File: src/rtl/cond_exec_stage.sv
// ID/EX control pipeline register with NZCV flag register and condition-check unit.
// E-stage side-effecting controls are gated by the condition result and by stall.
module cond_exec_stage #(
    parameter int         ALUCTRL_W = 4,
    parameter logic [3:0] FLAGS_RST = 4'h0
) (
    input  logic                 clk,
    input  logic                 rst_n,
    input  logic                 flush_e,
    input  logic                 stall_e,
    input  logic                 PCSrcD,
    input  logic                 BranchD,
    input  logic                 RegWriteD,
    input  logic                 MemWriteD,
    input  logic                 MemtoRegD,
    input  logic [ALUCTRL_W-1:0] ALUControlD,
    input  logic                 ALUSrcD,
    input  logic [1:0]           FlagWriteD,
    input  logic [3:0]           CondD,
    input  logic [3:0]           ALUFlags,
    output logic                 PCSrcE,
    output logic                 BranchTakenE,
    output logic                 RegWriteE,
    output logic                 MemWriteE,
    output logic                 MemtoRegE,
    output logic [ALUCTRL_W-1:0] ALUControlE,
    output logic                 ALUSrcE,
    output logic                 CondExE,
    output logic [3:0]           Flags,
    output logic                 Z_FLAG
);

    localparam logic [3:0] COND_AL = 4'hE;

    function automatic logic cond_pass(input logic [3:0] cond, input logic [3:0] nzcv);
        logic n, z, c, v;
        logic pass;
        {n, z, c, v} = nzcv;
        case (cond)
            4'h0:    pass = z;
            4'h1:    pass = !z;
            4'h2:    pass = c;
            4'h3:    pass = !c;
            4'h4:    pass = n;
            4'h5:    pass = !n;
            4'h6:    pass = v;
            4'h7:    pass = !v;
            4'h8:    pass = c & !z;
            4'h9:    pass = !c | z;
            4'hA:    pass = (n == v);
            4'hB:    pass = (n != v);
            4'hC:    pass = !z & (n == v);
            4'hD:    pass = z | (n != v);
            4'hE:    pass = 1'b1;
            default: pass = 1'b0;
        endcase
        return pass;
    endfunction

    logic                 pc_src_p1;
    logic                 branch_p1;
    logic                 reg_write_p1;
    logic                 mem_write_p1;
    logic                 mem_to_reg_p1;
    logic [ALUCTRL_W-1:0] alu_ctrl_p1;
    logic                 alu_src_p1;
    logic [1:0]           flag_write_p1;
    logic [3:0]           cond_p1;
    logic [3:0]           flags_q;
    logic                 cond_ex;
    logic                 issue;

    // D -> E boundary: flush inserts a bubble (cond AL so it reads as a clean no-op)
    always_ff @(posedge clk or negedge rst_n) begin
        if (!rst_n) begin
            pc_src_p1     <= 1'b0;
            branch_p1     <= 1'b0;
            reg_write_p1  <= 1'b0;
            mem_write_p1  <= 1'b0;
            mem_to_reg_p1 <= 1'b0;
            alu_ctrl_p1   <= '0;
            alu_src_p1    <= 1'b0;
            flag_write_p1 <= 2'b00;
            cond_p1       <= COND_AL;
        end else if (flush_e) begin
            pc_src_p1     <= 1'b0;
            branch_p1     <= 1'b0;
            reg_write_p1  <= 1'b0;
            mem_write_p1  <= 1'b0;
            mem_to_reg_p1 <= 1'b0;
            alu_ctrl_p1   <= '0;
            alu_src_p1    <= 1'b0;
            flag_write_p1 <= 2'b00;
            cond_p1       <= COND_AL;
        end else if (!stall_e) begin
            pc_src_p1     <= PCSrcD;
            branch_p1     <= BranchD;
            reg_write_p1  <= RegWriteD;
            mem_write_p1  <= MemWriteD;
            mem_to_reg_p1 <= MemtoRegD;
            alu_ctrl_p1   <= ALUControlD;
            alu_src_p1    <= ALUSrcD;
            flag_write_p1 <= FlagWriteD;
            cond_p1       <= CondD;
        end
    end

    assign cond_ex = cond_pass(cond_p1, flags_q);
    assign issue   = cond_ex & !stall_e;

    // Flag write belongs to the instruction leaving E, so a same-edge flush does not cancel it
    always_ff @(posedge clk or negedge rst_n) begin
        if (!rst_n) begin
            flags_q <= FLAGS_RST;
        end else if (issue) begin
            if (flag_write_p1[1]) flags_q[3:2] <= ALUFlags[3:2];
            if (flag_write_p1[0]) flags_q[1:0] <= ALUFlags[1:0];
        end
    end

    // E -> M boundary: stalled E presents a bubble downstream
    assign PCSrcE       = pc_src_p1 & issue;
    assign BranchTakenE = branch_p1 & issue;
    assign RegWriteE    = reg_write_p1 & issue;
    assign MemWriteE    = mem_write_p1 & issue;
    assign MemtoRegE    = mem_to_reg_p1;
    assign ALUControlE  = alu_ctrl_p1;
    assign ALUSrcE      = alu_src_p1;
    assign CondExE      = cond_ex;
    assign Flags        = flags_q;
    assign Z_FLAG       = flags_q[2];

endmodule
File: config.mk
export PLATFORM = sky130hd
export DESIGN_NAME = cond_exec_stage
export DESIGN_NICKNAME = d
export VERILOG_FILES = /design/src/rtl/cond_exec_stage.sv
export SDC_FILE = /design/constraint.sdc
export NUM_CORES = 1
export LEC_CHECK = 0
export BUFFER_PORTS_ARGS = -buffer_cell sky130_fd_sc_hd__buf_4
export CAP_MARGIN = 10
export CORE_AREA = 2 2 63 65
export CTS_CLUSTER_DIAMETER = 150
export DETAILED_ROUTE_END_ITERATION = 8
export DIE_AREA = 0 0 65 67
export GPL_ROUTABILITY_DRIVEN = 0
export HOLD_SLACK_MARGIN = 0.06
export PLACE_DENSITY = 0.63
export SETUP_SLACK_MARGIN = 0.05
export SLEW_MARGIN = 20
export SYNTH_ARGS = -nofsm -noshare
export SYNTH_HDL_FRONTEND = slang
export SYNTH_SLANG_ARGS = --single-unit
File: constraint.sdc
create_clock -name clk -period 2.8 [get_ports clk]
set_clock_uncertainty 0.1 [all_clocks]
set_input_delay 0.42 -clock clk [delete_from_list [all_inputs] [get_ports clk]]
set_output_delay 0.42 -clock clk [all_outputs]
set_load 0.03 [all_outputs]
==> impl_metrics.tcl <==
set metrics [dict create \
    placed_cell_area_um2 1370 \
    synthMuxAreaShare_pct 17.5 \
    postRouteAntennaNets 0 \
    synth_top_family_by_area "multiplexers" \
    fin_nets 162 \
    ioPinCount 40 \
    die_h_um 67 \
    numCtsBuffers 3 \
    final_cell_area_um2 1440 \
    critical_path_class "reg -> out" \
    maxSlewViolCount 0 \
    cts.sinks 20 \
    worstHoldPathCells 2 \
    yosysWarnings 0 \
    cts-root-buf "clkbuf_8" \
    p_per_area_nw_per_um2 692 \
    ff2ff_path_depth 5 \
    synth_edf_count 0 \
    yosysSeqAreaShare_pct 47.6 \
    grt_setup_unrepaired "yes" \
    synth_compound_area_share_pct 11.5 \
    yosys.area.top_type "dfrtp_1" \
    die_x_um 65 \
    postCtsSetupRepairBufs 0 \
    io_buffers 39 \
    initial_utilization_pct 29.4 \
    synth_area_per_cell_um2 10.5 \
    grt_pass1_vias 906 \
    startpoint "cond_p1[2]$_DFFE_PN1P_" \
    synthTopCellsByArea "dfrtp_1 (40%), mux2i_1 (13%), dfstp_2 (7.4%)" \
    max_freq_mhz 379 \
    fin_tns_setup_ps 0 \
    antenna_cells 0 \
    period_share_pct 94.2 \
    synth_top_flop_cell "dfrtp_1" \
    hp-start "ALUFlags[0]" \
    regToRegSetupSlack_ps 670 \
    synth-async-reset-ratio_pct 100 \
    syn-cell-area_um2 1060 \
    cts_tree "done" \
    timing.final.crit_period_ps 2640 \
    syn_inst 101 \
    coreArea_um2 3610 \
    power.leakage_nw 0.708 \
    startpoint_type "register" \
    grt-ovfl-total 0 \
    synthAdderAreaFrac_pct 0 \
    yosysTopAreaCellShare_pct 40.1 \
    grt_pass1_wl_um 4030 \
    maxCapViolations 0 \
    syn2layout_area_growth_pct 36.1 \
    seqCellArea_um2 504 \
    worst_pin_slew_ps 316 \
    ys_top_cells_by_count "dfrtp_1 (17), mux2i_1 (14), nor2_1 (14)" \
    drc_errors 0 \
    required_ps 2280 \
    synthXorXnorAreaFrac_pct 1.65 \
    dieArea_um2 4360 \
    status "finished, final reports clean" \
    hpwlAfterDp_um 1800 \
    finalHoldViolations 0 \
    synth_cell_types 30 \
    fill_cells 370 \
    track_usage_pct 12.1 \
    synth_seq_cells 20 \
    synth_simple_gate_area_share_pct 15.6 \
    drt-pass1-iter-count 4 \
    rr_startpoint "cond_p1[2]$_DFFE_PN1P_" \
    drive_gt1_share_pct 35.8 \
    yosysMostFrequentCell "dfrtp_1" \
    drt_iter0_drc 62 \
    post_drt_via_cell_ratio 4.70 \
    slew_headroom_pct 79.0 \
    irDropWorstVdd_uv 202 \
    critPathArrivalTime_ps 2120 \
    crit_fanout 9 \
    grt_max_degree 22 \
    clockBufferDepth 2 \
    multi_input_area_um2 498 \
    vias 870 \
    synth_fp_nets 125 \
    antenna_found_initial 0 \
    htreeDepth 1 \
    avgRoutedWirePerCell_um 13.0 \
    rows 22 \
    insertion_delay_ps 250 \
    cp-end-kind "primary output" \
    min_path_type "in -> reg" \
    clk_pin_slew_ps 70 \
    setup_viol 0 \
    drt_wl_total_um 2400 \
]
-- state kept, by name, summed over array words and instances (netlist names) --
register	count
ALUControlE	4
flag_write_p1	2
pc_src_p1	1
ALUSrcE	1
Flags	4
MemtoRegE	1
mem_write_p1	1
reg_write_p1	1
cond_p1	4
branch_p1	1
-- report_power, final --
part	switching, W	internal (W)
Sequential	0.0000653	0.000334
Combinational	0.000215	0.000167
Clock	0.0000917	0.000125
-- what timing repair did --
item                                   in CTS  in global routing
hold buffers                                1                  0
resized for setup                           1                  1
endpoints found under the hold margin      17                  0
setup endpoints to repair                   4                  1
-- cells in the final DEF (no fill, tap or decap), types with 4 or more instances in the layout --
cell type / netlist / routed
buf_4: 1 / 39
nor3b_1: 7 / 6
inv_1: 6 / 6
nor2_1: 14 / 14
dfrtp_1: 17 / 17
clkbuf_8: 0 / 4
mux2_1: 4 / 4
mux2i_1: 14 / 14
-- layer usage --
| layer | GRT usage, % | routed length (µm) | vias up |
|---|---|---|---|
| met2 | 20.9 | 1180 | 25 |
| li1 | - | - | 428 |
| met5 | 0 | 0 | - |
| met1 | 14.6 | 1050 | 415 |
| met4 | 5.59 | 33 | 0 |
| met3 | 2.20 | 136 | 2 |
-- stage by stage --
step                setup WS, ps  hold WS, ps  util (%)  total power, W  cells
finish                       162          274      40.0        0.000998    185
global route                36.6          269      40.0         0.00106    185
CTS                          164          273      39.9         0.00101    185
detailed placement           330          215      38.0        0.000783    180
global placement             395          217      38.0        0.000777    180
floorplan                    221         24.4         -        0.000647    101
-- worst max-delay path, cell delays in order (launching register included) --
cell and delay (ps):
dfstp_2 610, nor4bb_1 70, o31a_1 300, a311o_1 310, a21oi_2 310, nor3b_1 90, buf_4 180
-- logic make-up (layout without fill, tap and decap cells) --
logic type,Yosys count,in the layout
AND/OR/NAND/NOR,31,31
XOR/XNOR,2,2
flip-flops,20,20
AO/OA/AOI/OAI,16,16
multiplexers,18,18
buffers and inverters,14,50
-- final timing paths --
check,end
max in group asynchronous,cond_p1[3]$_DFFE_PN1P_
setup / recovery,RegWriteE
min in group asynchronous,pc_src_p1$_DFFE_PN0P_
setup reg to reg,Flags[1]$_DFFE_PN0P_
hold / removal,Flags[0]$_DFFE_PN0P_
hold reg to reg,mem_write_p1$_DFFE_PN0P_
-- area by class of cell --
type	instances	area share, %
sequential	20	35.0
tap	48	4.16
timing repair buffer	40	21.0
clock buffer	4	3.82
multi-input combinational	67	34.5
inverter	6	1.56
(Power assumes the default switching activity.)
